File: src/rtl/menu_ctrl_if.sv
// Menu controller bus: raw pushbuttons and the game_over level go into the
// controller, and the registered menu state comes out to the page renderers.
interface menu_ctrl_if;
  logic       btn_up;
  logic       btn_down;
  logic       btn_left;
  logic       btn_right;
  logic       btn_enter;
  logic       game_over;
  logic       up;
  logic       speed;
  logic [1:0] hard;
  logic [1:0] page;
  logic       start;

  // Board/stimulus side: drives buttons and game_over, observes menu state
  modport master (
    output btn_up, btn_down, btn_left, btn_right, btn_enter, game_over,
    input  up, speed, hard, page, start
  );

  // Controller side
  modport slave (
    input  btn_up, btn_down, btn_left, btn_right, btn_enter, game_over,
    output up, speed, hard, page, start
  );
endinterface

File: src/rtl/menu_ctrl.sv
// Menu controller for the game front end.
// Debounces five pushbuttons with DB_LEN-sample shift registers, turns each
// accepted press into a single-cycle event, and runs the MENU/PLAY/OVER page
// state machine with the cursor, speed and difficulty settings.
// Optional build macro: MENU_CTRL_HARD_WRAP_EN -- when defined, difficulty
// wraps around at both ends of its range; otherwise it saturates.
module menu_ctrl #(
  parameter int DB_LEN = 4
) (
  input  logic          clk_22,
  input  logic          rst,
  menu_ctrl_if.slave    bus
);

  // Button slots, listed in decreasing priority
  localparam int B_ENTER = 0;
  localparam int B_UP    = 1;
  localparam int B_DOWN  = 2;
  localparam int B_LEFT  = 3;
  localparam int B_RIGHT = 4;
  localparam int NBTN    = 5;

  typedef enum logic [1:0] {
    ST_MENU = 2'd0,
    ST_PLAY = 2'd1,
    ST_OVER = 2'd2
  } state_t;

  // Difficulty step up, with wrap or saturation at the top of the range
  function automatic logic [1:0] hard_inc(input logic [1:0] h);
`ifdef MENU_CTRL_HARD_WRAP_EN
    hard_inc = (h >= 2'd2) ? 2'd0 : h + 2'd1;
`else
    hard_inc = (h >= 2'd2) ? 2'd2 : h + 2'd1;
`endif
  endfunction

  // Difficulty step down, with wrap or saturation at the bottom of the range
  function automatic logic [1:0] hard_dec(input logic [1:0] h);
`ifdef MENU_CTRL_HARD_WRAP_EN
    hard_dec = (h == 2'd0) ? 2'd2 : h - 2'd1;
`else
    hard_dec = (h == 2'd0) ? 2'd0 : h - 2'd1;
`endif
  endfunction

  logic [NBTN-1:0]   raw;
  logic [DB_LEN-1:0] shift_p0 [NBTN];
  logic [NBTN-1:0]   level;
  logic [NBTN-1:0]   prev_p1;
  logic [NBTN-1:0]   press;

  state_t     state_q, state_d;
  logic       up_q, up_d;
  logic       speed_q, speed_d;
  logic [1:0] hard_q, hard_d;
  logic       start_q, start_d;

  assign raw[B_ENTER] = bus.btn_enter;
  assign raw[B_UP]    = bus.btn_up;
  assign raw[B_DOWN]  = bus.btn_down;
  assign raw[B_LEFT]  = bus.btn_left;
  assign raw[B_RIGHT] = bus.btn_right;

  // Debounce stage: shift each raw button into its own sample history
  always_ff @(posedge clk_22 or posedge rst) begin
    if (rst) begin
      for (int i = 0; i < NBTN; i++) shift_p0[i] <= '0;
    end else begin
      for (int i = 0; i < NBTN; i++)
        shift_p0[i] <= {shift_p0[i][DB_LEN-2:0], raw[i]};
    end
  end

  // A level is accepted only once every sample in the history is high;
  // the press event is its rising edge against the registered level.
  always_comb begin
    level = '0;
    press = '0;
    for (int i = 0; i < NBTN; i++) begin
      level[i] = &shift_p0[i];
      press[i] = level[i] & ~prev_p1[i];
    end
  end

  // Edge-detect stage: remember last cycle's debounced level
  always_ff @(posedge clk_22 or posedge rst) begin
    if (rst) prev_p1 <= '0;
    else     prev_p1 <= level;
  end

  // Page state and settings register; everything the outputs see is here
  always_ff @(posedge clk_22 or posedge rst) begin
    if (rst) begin
      state_q <= ST_MENU;
      up_q    <= 1'b0;
      speed_q <= 1'b0;
      hard_q  <= 2'd0;
      start_q <= 1'b0;
    end else begin
      state_q <= state_d;
      up_q    <= up_d;
      speed_q <= speed_d;
      hard_q  <= hard_d;
      start_q <= start_d;
    end
  end

  // Next-state logic: one action per cycle, taken from the highest-priority
  // press event; the if/else chain order is the priority order.
  always_comb begin
    state_d = state_q;
    up_d    = up_q;
    speed_d = speed_q;
    hard_d  = hard_q;
    start_d = 1'b0;
    case (state_q)
      ST_MENU: begin
        if (press[B_ENTER]) begin
          state_d = ST_PLAY;
          start_d = 1'b1;
        end else if (press[B_UP]) begin
          up_d = 1'b0;
        end else if (press[B_DOWN]) begin
          up_d = 1'b1;
        end else if (press[B_LEFT]) begin
          if (up_q) speed_d = ~speed_q;
          else      hard_d  = hard_dec(hard_q);
        end else if (press[B_RIGHT]) begin
          if (up_q) speed_d = ~speed_q;
          else      hard_d  = hard_inc(hard_q);
        end
      end
      ST_PLAY: begin
        // Buttons are ignored and settings frozen while a round runs
        if (bus.game_over) state_d = ST_OVER;
      end
      ST_OVER: begin
        if (press[B_ENTER]) begin
          state_d = ST_MENU;
          up_d    = 1'b0;
        end
      end
      default: begin
        state_d = ST_MENU;
      end
    endcase
  end

  assign bus.page  = state_q;
  assign bus.up    = up_q;
  assign bus.speed = speed_q;
  assign bus.hard  = hard_q;
  assign bus.start = start_q;

endmodule

File: src/flat_wrapper.sv
// flat-port wrapper written by rule: the top's interface ports become plain ports
module menu_ctrl_flat 
#(
  parameter int DB_LEN = 4
)
  (clk_22, rst, bus_btn_up, bus_btn_down, bus_btn_left, bus_btn_right, bus_btn_enter, bus_game_over, bus_up, bus_speed, bus_hard, bus_page, bus_start);
  menu_ctrl_if bus_i ();
  input  logic clk_22;
  input  logic rst;
  input wire logic [$bits(bus_i.btn_up)-1:0] bus_btn_up;
  input wire logic [$bits(bus_i.btn_down)-1:0] bus_btn_down;
  input wire logic [$bits(bus_i.btn_left)-1:0] bus_btn_left;
  input wire logic [$bits(bus_i.btn_right)-1:0] bus_btn_right;
  input wire logic [$bits(bus_i.btn_enter)-1:0] bus_btn_enter;
  input wire logic [$bits(bus_i.game_over)-1:0] bus_game_over;
  output wire logic [$bits(bus_i.up)-1:0] bus_up;
  output wire logic [$bits(bus_i.speed)-1:0] bus_speed;
  output wire logic [$bits(bus_i.hard)-1:0] bus_hard;
  output wire logic [$bits(bus_i.page)-1:0] bus_page;
  output wire logic [$bits(bus_i.start)-1:0] bus_start;
  assign bus_i.btn_up = bus_btn_up;
  assign bus_i.btn_down = bus_btn_down;
  assign bus_i.btn_left = bus_btn_left;
  assign bus_i.btn_right = bus_btn_right;
  assign bus_i.btn_enter = bus_btn_enter;
  assign bus_i.game_over = bus_game_over;
  assign bus_up = bus_i.up;
  assign bus_speed = bus_i.speed;
  assign bus_hard = bus_i.hard;
  assign bus_page = bus_i.page;
  assign bus_start = bus_i.start;
  menu_ctrl #(.DB_LEN(DB_LEN)) u_core (.clk_22(clk_22), .rst(rst), .bus(bus_i));
endmodule
File: config.mk
export PLATFORM = sky130hd
export DESIGN_NAME = menu_ctrl_flat
export DESIGN_NICKNAME = d
export VERILOG_FILES = /design/src/rtl/menu_ctrl_if.sv /design/src/rtl/menu_ctrl.sv /design/src/flat_wrapper.sv
export SDC_FILE = /design/constraint.sdc
export NUM_CORES = 1
export LEC_CHECK = 0
export CAP_MARGIN = 20
export CORE_MARGIN = 3
export CORE_UTILIZATION = 61
export CTS_CLUSTER_DIAMETER = 100
export DETAILED_ROUTE_END_ITERATION = 16
export DONT_BUFFER_PORTS = 1
export PLACE_DENSITY = 0.73
export SETUP_SLACK_MARGIN = 0.2
export SYNTH_ARGS = -nofsm -noshare
export SYNTH_HDL_FRONTEND = slang
export SYNTH_SLANG_ARGS = --single-unit
File: constraint.sdc
create_clock -name clk_22 -period 3.9 [get_ports clk_22]
set_input_delay 0.39 -clock clk_22 [delete_from_list [all_inputs] [get_ports clk_22]]
set_output_delay 0.39 -clock clk_22 [all_outputs]
set_load 0.01 [all_outputs]
-- Word-level counts from Yosys, hierarchy flattened
Index checks and enable logic that the tools add are counted.
- register bits after elaboration: 32
- input bits: 8
- $add $sub $neg: 2
- order comparisons: 1
- equal/unequal tests: 9
- mux-type cells: 20
- bitwise operators: 14
- reductions and logical operators: 13
- operator list (kind ; count):
    4-bit AND reduction ; 6
    2-bit two-way mux ; 9
    1-bit two-way mux ; 9
    1-bit NOT ; 9
    2-bit != test, second input constant ; 4
    7-bit AND reduction ; 1
    2-bit case mux with 3 select lines ; 1
    1-bit bitwise AND ; 5
    5-bit AND reduction ; 1
    2-bit logical NOT ; 2
    2-bit by 1-bit != test with 1-bit output, second input constant ; 2
    2-bit nonzero test ; 2
    3-bit by 1-bit != test with 1-bit output, second input constant ; 1
    3-bit AND reduction ; 1
    2-bit by 1-bit adder with 2-bit output, second input constant ; 1
    2-bit by 1-bit == test with 1-bit output, second input constant ; 1
    2-bit == test, second input constant ; 1
    2-bit greater-or-equal comparator, second input constant ; 1
    1-bit case mux with 2 select lines ; 1
    2-bit by 1-bit subtractor with 2-bit output, second input constant ; 1

-- Longest topological paths before layout
- word-level depth: 6
- mapped depth: 4
- gate-level depth less buffers: 4

-- Worst setup path after synthesis
No wires, ideal clock.
- path kind: register to register
- start point: register u_core.state_q[1], in the netlist u_core.bus.page[1]
- end point: register u_core.hard_q[1], in the netlist u_core.bus.hard[1]
- library setup time: 123 ps
- arrival: 1248 ps
- required time: 3777 ps
- slack: 2529 ps
- stages on the path, launching flop included: 5
- buffers on the path: 0
- period minus slack after synthesis: 1371 ps
- path through: dfrtp_1 nor2_2 o21ai_2 or3_1 o221a_1
- longest elaborated chain between the ends: 2
- RTL lines (item ; RTL line ; text):
    start: declaration ; menu_ctrl.sv:53 ; state_t state_q, state_d;
    start signal: assignment ; menu_ctrl.sv:101 ; state_q <= state_d;
    2-bit logical NOT ; menu_ctrl.sv:117 ; case (state_q)
    7-bit AND reduction (no source line) ; -- ;
    end signal: assignment ; menu_ctrl.sv:104 ; hard_q <= hard_d;
    end: declaration ; menu_ctrl.sv:56 ; logic [1:0] hard_q, hard_d;
Every way passes these cells.
A chain may end at the register's enable or synchronous reset.

-- Final worst setup path
Ends and elaborated chain as after synthesis.

==> run_results.csv <==
group,metric,value,unit
sta,finalHoldViolCount,0,
sta,fin_crit_sh,40.5,%
critical_path,cp.arrival,1.84,ns
sta,hold_slack,0.105,ns
clocking,cts_resized,0,
place,gp_congestion,0.714,
synth,synth.area.top_cells,"dfrtp_1 74%, inv_1 2.4%, o41ai_1 1.6%, o2bb2ai_2 1.4%, o31ai_1 1.4%",
synth,syn_nets,79,
floorplan,die_h,48.0,µm
critical_path,cp.required,4.16,ns
drt,first_pass_iters,4,
drt,via_per_inst,6.09,
critical_path,cp_max_fo,8,
floorplan,die_w,48.0,µm
critical_path,cp-start-kind,"flip-flop",
clocking,cts-htree-levels,2,
synth,yosysMostFrequentCell,"dfrtp_1",
synth,synth_common_cells,"32 x dfrtp_1, 7 x inv_1, 3 x nand2_1",
synth,ys.flop_type,"dfrtp_1",
outcome,outcome,"finished, final reports clean",
clocking,cts_buffer_depth,2,
synth,synth_top_cell_area_share,74.3,%
synth,yosys_warnings,0,
global_route,grtUsageTotal,15.9,%
sta,timing.fmax,633,MHz
cells_and_area,fin_nets,88,
sta,fin_ws,2.32,ns
clocking,cts_sinks,32,
critical_path,crit_type,"flip-flop to flip-flop",
power,ir_drop,424,µV
global_route,grt_pass1_wl,2320,µm
clocking,clkSlewWorstSetupHoldPaths,0.10,ns
min_path,holdCritPathClass,"input port to flip-flop",
run,max_cap_viol_count,0,
sta,setup_viol,0,
sta,drv_slew,0,
sta,period_needed,1.58,ns
cells_and_area,area_delta_synth_final,11.0,%
drt,finalWirelength,1560,µm
floorplan,start_util,68.3,%
sta,fin_tns_setup,0,ns
clocking,cts_buffers,5,
drt,drtIter0Drc,4,
sta,rsz0062_at_grt,"no",
global_route,grt_max_degree,33,
clocking,ctsHoldBuffers,0,
drt,vias,591,
sta,worst_pin_slew,0.442,ns
power,powerDensity,556,nW/µm²
floorplan,io_pins,15,
cells_and_area,n_antenna_cell,0,
sta,fin_worst_skew,0.0170,ns
clocking,clk_latency,0.32,ns
synth,seq_area_frac_synth,74.3,%
sta,maxSlewHeadroom,70.1,%
power,p_leak,0.557,nW
synth,synth_enable_flop_cells,0,
synth,synth_cells,71,
synth,yosys.area.top_type,"dfrtp_1",
power,power,0.000665,W
global_route,grt_pass1_vias,563,
critical_path,end_kind,"flip-flop",
floorplan,core,1580,µm²
global_route,antenna_found_initial,0,
place,post-dp-hpwl,972,µm
synth,netlist_area,1080,µm²
place,port_buffers,0,
drt,drcViolationCount,0,
cells_and_area,drive_above_1_share,19.8,%
floorplan,dieArea,2310,µm²
global_route,gr-total-overflow,0,
clocking,postCtsSetupRepairBufs,0,
floorplan,rows,14,
place,dp_slack,2.43,ns
synth,yosys_register_bits,32,
synth,avgSynthCellArea,15.2,µm²
drt,antenna_left,0,
cells_and_area,post-route-util,75.9,%
synth,yosysUniqueCellTypes,27,
synth,async_flop_share,100,%
drt,avgRoutedWirePerCell,16.0,µm
clocking,tritoncts,"done",
clocking,root_buffer,"clkbuf_4",
registers in the layout, summed over array words and instances, names as in the netlist:
register / cells
u_core.bus.up: 1
u_core.bus.start: 1
u_core.bus.page: 2
u_core.bus.speed: 1
u_core.shift_p0: 20
u_core.bus.hard: 2
u_core.prev_p1: 5
area by class of cell:
class                           instances  area (µm²)
Sequential cell                        32         801
Fill cell                              85         380
Multi-Input combinational cell         32         250
Clock buffer                            6        51.3
Timing Repair Buffer                    2        37.5
Inverter                                7        26.3
Tap cell                               16        20.0
Clock inverter                          2        10.0
stage by stage:
stage | area (µm²) | std cells
finish | 1200 | 97
global route | 1200 | 97
CTS | 1160 | 95
detailed placement | 1100 | 87
global placement | 1100 | 87
floorplan | 1080 | 71
report_power, final:
part	internal [W]	switching, W
combinational	0.0000345	0.0000331
clock	0.0000857	0.000100
sequential	0.000363	0.0000485
total	0.000484	0.000182
routing by layer:
| layer | up-vias | global-route usage, % | wire [µm] |
|---|---|---|---|
| met2 | 18 | 23.5 | 764 |
| met3 | 4 | 10.9 | 98 |
| met5 | - | 0 | 0 |
| met1 | 293 | 17.5 | 655 |
| met4 | 0 | 7.53 | 36 |
| li1 | 276 | - | - |
critical path, cell delays in order, from the launching register on:
cell,delay [ns]
dfrtp_1,0.51
nor2_2,0.16
o21ai_2,0.09
o41ai_1,0.49
o221a_1,0.28
path summary, 6_finish.rpt:
path | slack (ns) | end | startpoint | cells after the start
max | 2.32 | u_core.bus.hard[1] | u_core.bus.page[1] | 4
min reg2reg | 0.36 | u_core.shift_p0[3] | u_core.shift_p0[2] | 0
max reg2reg | 2.32 | u_core.bus.hard[1] | u_core.bus.page[1] | 4
max in group asynchronous | 3.00 | u_core.shift_p0[18] | rst | 3
min in group asynchronous | 0.46 | u_core.shift_p0[7] | rst | 2
min | 0.10 | u_core.shift_p0[4] | bus_btn_left | 0
cells in the final DEF, fill, tap and decap left out, types with 2 or more instances in the layout:
cell and instances:
clkbuf_4 5, clkinv_2 2, dfrtp_1 32, inv_1 7, nand2_1 3, nand4_1 2
nor3_1 2, o31ai_1 2, o41ai_1 2, or3_1 2
kinds of logic after synthesis:
group | synth area share (%)
flip-flops | 74.3
AND/OR/NAND/NOR | 9.64
AO/OA/AOI/OAI | 11.7
buffers and inverters | 2.44
XOR/XNOR | 0.813
multiplexers | 1.05
(Power assumes the default switching activity.)
